### src/rtl/pipeline_sink_buffered.sv
// pipeline_sink_buffered: terminal consumer of the valid/stall/flush chain.
// Words accepted from the last stage are queued in a small first-word-fall-through
// FIFO for a downstream reader. An accepted-word counter and a running checksum
// are kept for bring-up. A flush empties the FIFO and restarts the checksum.
module pipeline_sink_buffered #(
    parameter int WIDTH        = 32,
    parameter int DEPTH        = 4,
    parameter int STALL_THRESH = DEPTH
) (
    input  logic                       clk,
    input  logic                       reset,
    input  logic [WIDTH-1:0]           in_data,
    input  logic                       in_valid,
    input  logic                       in_flush,
    input  logic                       force_stall,
    output logic                       out_stall,
    input  logic                       rd_en,
    output logic [WIDTH-1:0]           rd_data,
    output logic                       rd_valid,
    output logic [$clog2(DEPTH):0]     count,
    output logic [31:0]                accepted_count,
    output logic [31:0]                checksum
);

    localparam int PTR_W = $clog2(DEPTH);
    localparam int CNT_W = PTR_W + 1;

    // Storage has no reset; emptiness is tracked by count_reg, and rd_data is
    // masked while empty, so stale contents are never visible.
    logic [WIDTH-1:0] mem_reg [DEPTH];

    logic [PTR_W-1:0] wr_ptr_reg;
    logic [PTR_W-1:0] rd_ptr_reg;
    logic [CNT_W-1:0] count_reg;
    logic [31:0]      accepted_count_reg;
    logic [31:0]      checksum_reg;

    logic             accept;
    logic             pop;
    logic [31:0]      in_data_32;

    // Checksum always operates on 32 bits: narrow words are zero-extended,
    // wide words are truncated.
    generate
        if (WIDTH >= 32) begin : g_trunc
            assign in_data_32 = in_data[31:0];
        end else begin : g_ext
            assign in_data_32 = {{(32 - WIDTH){1'b0}}, in_data};
        end
    endgenerate

    // Backpressure is driven only from registered occupancy and the debug
    // input, so there is no combinational path from in_valid to out_stall.
    assign out_stall = force_stall | (count_reg >= CNT_W'(STALL_THRESH));

    // A flush cycle swallows both the incoming word and any read request.
    assign accept = in_valid & ~out_stall & ~in_flush;
    assign pop    = rd_en & rd_valid & ~in_flush;

    // Fall-through head read; zero whenever the FIFO is empty.
    assign rd_valid = (count_reg != '0);
    assign rd_data  = rd_valid ? mem_reg[rd_ptr_reg] : '0;

    assign count          = count_reg;
    assign accepted_count = accepted_count_reg;
    assign checksum       = checksum_reg;

    // Write the accepted word at the tail.
    always_ff @(posedge clk) begin
        if (accept) begin
            mem_reg[wr_ptr_reg] <= in_data;
        end
    end

    // Pointers and occupancy: flush empties the queue; otherwise accept and
    // pop move their own pointer, and cancel out in count when both happen.
    always_ff @(posedge clk or posedge reset) begin
        if (reset) begin
            wr_ptr_reg <= '0;
            rd_ptr_reg <= '0;
            count_reg  <= '0;
        end else if (in_flush) begin
            wr_ptr_reg <= '0;
            rd_ptr_reg <= '0;
            count_reg  <= '0;
        end else begin
            if (accept) begin
                wr_ptr_reg <= wr_ptr_reg + PTR_W'(1);
            end
            if (pop) begin
                rd_ptr_reg <= rd_ptr_reg + PTR_W'(1);
            end
            if (accept && !pop) begin
                count_reg <= count_reg + CNT_W'(1);
            end else if (pop && !accept) begin
                count_reg <= count_reg - CNT_W'(1);
            end
        end
    end

    // Accepted-word counter survives flushes; only reset clears it.
    always_ff @(posedge clk or posedge reset) begin
        if (reset) begin
            accepted_count_reg <= '0;
        end else if (accept) begin
            accepted_count_reg <= accepted_count_reg + 32'd1;
        end
    end

    // Running checksum of words accepted since the last flush or reset.
    always_ff @(posedge clk or posedge reset) begin
        if (reset) begin
            checksum_reg <= '0;
        end else if (in_flush) begin
            checksum_reg <= '0;
        end else if (accept) begin
            checksum_reg <= checksum_reg + in_data_32;
        end
    end

endmodule

### config.mk
export PLATFORM = sky130hd
export DESIGN_NAME = pipeline_sink_buffered
export DESIGN_NICKNAME = d
export VERILOG_FILES = /design/src/rtl/pipeline_sink_buffered.sv
export SDC_FILE = /design/constraint.sdc
export NUM_CORES = 1
export LEC_CHECK = 0
export ABC_CLOCK_PERIOD_IN_PS = 7600
export CORE_UTILIZATION = 50
export DETAILED_ROUTE_END_ITERATION = 10
export DONT_BUFFER_PORTS = 1
export GPL_ROUTABILITY_DRIVEN = 0
export GPL_TIMING_DRIVEN = 0
export SETUP_SLACK_MARGIN = 0.02
export SYNTH_ARGS = -nofsm -noshare
export SYNTH_HDL_FRONTEND = slang
export SYNTH_SLANG_ARGS = --single-unit
### constraint.sdc
create_clock -name clk -period 7.6 [get_ports clk]
set_input_delay 0.76 -clock clk [delete_from_list [all_inputs] [get_ports clk]]
set_output_delay 0.76 -clock clk [all_outputs]
set_load 0.01 [all_outputs]
* Word level (Yosys, flattened, before mapping)
Memories as Yosys holds them, arrays and structs flattened. Index checks and enable logic that the tools add are counted.
Storage, ports and cells: memories 1, word-level logic and storage cells 40, bits in writable memories 128, bits of input ports 38, register bits after elaboration 71, output and inout port bits 101
Operators by class: bitwise gates (word level) 7, multiplexer cells 12, reduce and logical (&&, ||, !) cells 8, order comparisons 1, add/sub/neg operators 6
Memories:
- mem_reg | depth 4, width 32, read ports 1, clocked after Yosys merged registers in 0, wr ports 1, RTL line 30 | logic [WIDTH-1:0] mem_reg [DEPTH];
Operators by type and width (number):
- 32-bit 2-to-1 mux | 3
- 32-bit by 1-bit adder with 32-bit output, second input constant | 1
- 32-bit adder | 1
- 3-bit 2-to-1 mux | 3
- 2-bit 2-to-1 mux | 4
- 3-bit nonzero test | 2
- 2-bit by 1-bit adder with 2-bit output, second input constant | 2
- 1-bit bitwise AND | 4
- 2-bit nonzero test | 2
- 3-bit by 1-bit adder with 3-bit output, second input constant | 1
- 3-bit >= comparator, second input constant | 1
- 3-bit by 1-bit subtractor with 3-bit output, second input constant | 1
- 1-bit logical AND | 2
- 1-bit logical NOT | 2
- 1-bit 2-to-1 mux | 2
- 1-bit inverter | 2
- 1-bit bitwise OR | 1

* Logic depth before layout (Yosys ltp)
word-level depth 10, gate-level depth with buffers 11, mapped depth without buffers 11

* Worst setup path after synthesis
OpenSTA, ideal clock, no wires.
path type input to register, from in in_data[0], to reg checksum_reg[30] (netlist: checksum[30]), required time 7.474 ns, stages on the path 11, path buffers 0, library setup time 0.126 ns, arrival time 2.759 ns, slack 4.715 ns, cells stage by stage ha_1 > inv_1 > fa_1 > nor2b_1 > o31a_1 > o211a_1 > o2111ai_2 > a21oi_2 > o21bai_2 > mux2i_1 > a311o_1
On the way: longest elaborated chain between the ends 3
RTL lines:
- start, declared | RTL line 12 | input logic [WIDTH-1:0] in_data,
- 32-bit adder | RTL line 117 | checksum_reg <= checksum_reg + in_data_32;
- 32-bit 2-to-1 mux | RTL line 116 | end else if (accept) begin
- 32-bit 2-to-1 mux | RTL line 114 | end else if (in_flush) begin
- end signal, assigned | RTL line 117
- end, declared | RTL line 36 | logic [31:0] checksum_reg;
No other way between the ends. The select of a mux whose other input is x is not followed. A chain may end at the register's enable or synchronous reset.

* Worst setup path after layout
from reg rd_ptr_reg[0], to out rd_data[23]
On the way: longest elaborated chain between the ends 2
RTL lines:
- start, declared | RTL line 33 | logic [PTR_W-1:0] rd_ptr_reg;
- start signal, assigned | RTL line 91 | rd_ptr_reg <= rd_ptr_reg + PTR_W'(1);
- memory read 4 x 32 bit
- 32-bit 2-to-1 mux | RTL line 62 | assign rd_data = rd_valid ? mem_reg[rd_ptr_reg] : '0;
- end, declared | RTL line 18 | output logic [WIDTH-1:0] rd_data,
No other way between the ends.

==> impl_metrics.ini <==
[cells_and_area]
areaGrowthSynthToFinish_pct = 10.16
drive_above_1_share_pct = 12.31
fillerInstances = 1544
antennaDiodeCount = 0
final_common_cell = edfxtp_1
largest_register_ffs = 128
fin_cells = 1006
final_cell_mix = 128 x edfxtp_1, 71 x dfrtp_1, 62 x nand2_1
nets = 835

[timing]
tns_ps = 0
report.final.slew_viol_count = 0
setup_viol = 0
hold_viol_final = 0
max_slew_margin_pct = 40.93
tightest_slew_ps = 886.0
period_needed_ps = 3576
post-route-period-util_pct = 47.05
fin_skew_ps = 8.056
fin_ws_ps = 4024
fmax_mhz = 279.6
grt_setup_unrepaired = no

[global_routing]
grt_use_met1_pct = 30.27
grt_antenna_before_repair = 0
grt-busiest-layer = met2
grt_pass1_wl_um = 34340
grt_use_total_pct = 23.33
grt_overflow_total = 0
grt_max_degree = 67
grt_util_met2_pct = 38.18
grt_pass1_vias = 6151
grtUsageMet3_pct = 7.541

[logic_synthesis]
seq_area_frac_synth_pct = 58.51
synthArstFlopShare_pct = 35.68
ys_warn_count = 0
ys.flop_type = edfxtp_1
synth.area.top_cells = edfxtp_1 40%, dfrtp_1 18%, mux4_2 7.5%
synth.avg_cell_area_sq_um = 13.07
yosysUniqueCellTypes = 64
synth_area_sq_mm = 0.009605
synth_seq_cells = 199
synth-edff-count = 128
syn_nets = 811
postSynthCellCount = 735
yosysTopAreaCell = edfxtp_1
yosys.area.top_type_share_pct = 40.02

[die]
dieArea_sq_mm = 0.01977
num_io_pins = 139
initial_utilization_pct = 51.18
die-height_um = 140.6
rows = 50
die_x_um = 140.6
core_sq_mm = 0.01877

[setup_path]
worstPathArrival_ps = 2820
worst-path-max-fanout = 10
cp-end-kind = primary output
crit_type = reg2out
cp.required_ps = 6840
path_buf_inv = 2
slowest_stage = buf_1
critical_path.top_delay_family = buffers and inverters
startpoint_type = flip-flop
crit_chain = clkbuf_1, buf_1, mux4_2, and2_1
critPathMaxStageDelay_ps = 720

[power]
powerDensity_mw_per_mm2 = 276.1
leakage_nw = 4.068
ir_worst_vdd_mv = 0.1614
power_mw = 2.922

[route]
wire_per_inst_um = 22.01
num_vias = 6155
antenna_left = 0
routed_wl_um = 22140
vias_per_cell = 6.118
drc = 0
drt-initial-drc-count = 436
drt_pass1_iterations = 7

[clock_network]
htreeDepth = 4
post_cts_buffers = 0
tritoncts = built
clock_sinks = 199
path_clk_slew_ps = 70
hold_buffers = 0
cts_buffer_depth = 2
ctsResizeCount = 0
cts-root-buf = clkbuf_16
clk_latency_ps = 430
cts_made_buffers = 17

[placement]
dpl.hpwl_um = 15450
placedCellCount = 974
io_buffers = 0
dp_slack_ps = 4289

[flow_run]
max_cap_viol_count = 0

[outcome]
status = completed

[hold_path]
hp-class = in2async
## final cells by class
type / count / area, sq um / share of cell area, %
Timing Repair Buffer: 5 / 107.6 / 1.017
Buffer: 31 / 125.1 / 1.182
Clock inverter: 11 / 97.59 / 0.9223
Inverter: 17 / 66.31 / 0.6267
Sequential cell: 199 / 5620 / 53.12
Tap cell: 234 / 292.8 / 2.767
Clock buffer: 21 / 470.5 / 4.446
Multi-Input combinational cell: 488 / 3801 / 35.92
## metrics by stage
stage,util [%],hold slack (ps),area [sq um]
3_3_place_gp,52.74,530.2,9898
4_1_cts,56.38,67.07,10580
2_1_floorplan,-,506.7,9605
5_1_grt,56.38,66.13,10580
6_report,56.38,73.41,10580
3_5_place_dp,53.35,524.1,10010
## worst paths after layout
path,from,to,slack [ps],depth (start not counted)
setup / recovery,rd_ptr_reg[0],rd_data[23],4020,4
hold / removal,reset,accepted_count[30],70,1
setup reg to reg,checksum[0],checksum[30],4510,11
hold reg to reg,accepted_count[31],accepted_count[31],540,1
max in group asynchronous,reset,checksum[20],6980,2
min in group clk,in_data[12],mem_reg[0][12],420,0
## worst reg2reg max path: stages (launching register included)
cell and delay [ps]:
dfrtp_1 440, ha_1 280, inv_1 80, fa_1 380, nor2b_1 210, o31a_1 300, o211a_1 250, o2111ai_2 200
a21oi_2 280, o21bai_2 120, mux2i_1 130, a311o_1 320
## cells by family (layout without fill, tap and decap cells)
group	Yosys count	after routing	synth area share (%)
and+or+nand+nor	220	220	11.61
DFF	199	199	58.51
AOI/OAI and AO/OA	144	144	10.29
xor gates and xnor gates	51	51	4.650
buffers and inverters	48	85	1.967
adders and majority gates	38	38	5.106
muxes	35	35	7.868
## cells in the mapped netlist (3+ instances only)
master and instances:
edfxtp_1 128, buf_2 3, nor2_1 42, a211o_1 5, o21bai_1 3, a211oi_1 12
xnor2_1 35, o21ai_0 25, xor2_1 16, nor3_1 7, ha_1 36, a21oi_1 49
o31ai_1 3, nand3_1 26, inv_1 17, a31oi_1 4, a21o_1 13, nand2_1 62
mux4_2 32, nand4_1 12, o211ai_1 4, or3_1 3, and2_1 37, and3_1 13
o21a_1 4, clkbuf_1 24, nor2b_1 3, or2_2 3, dfrtp_1 71
## report_power, final
group / switching, mW / internal [mW]
combinational: 0.434 / 0.315
sequential: 0.0821 / 1.21
clock: 0.398 / 0.477
total: 0.915 / 2.01
## routing by layer
layer,vias to the layer above,part of all wire [%]
met3,25,8.4
met4,0,1.3
met5,-,0
met2,263,48
li1,2795,-
met1,3072,42
No activity file was read; power rests on OpenSTA's default activity.
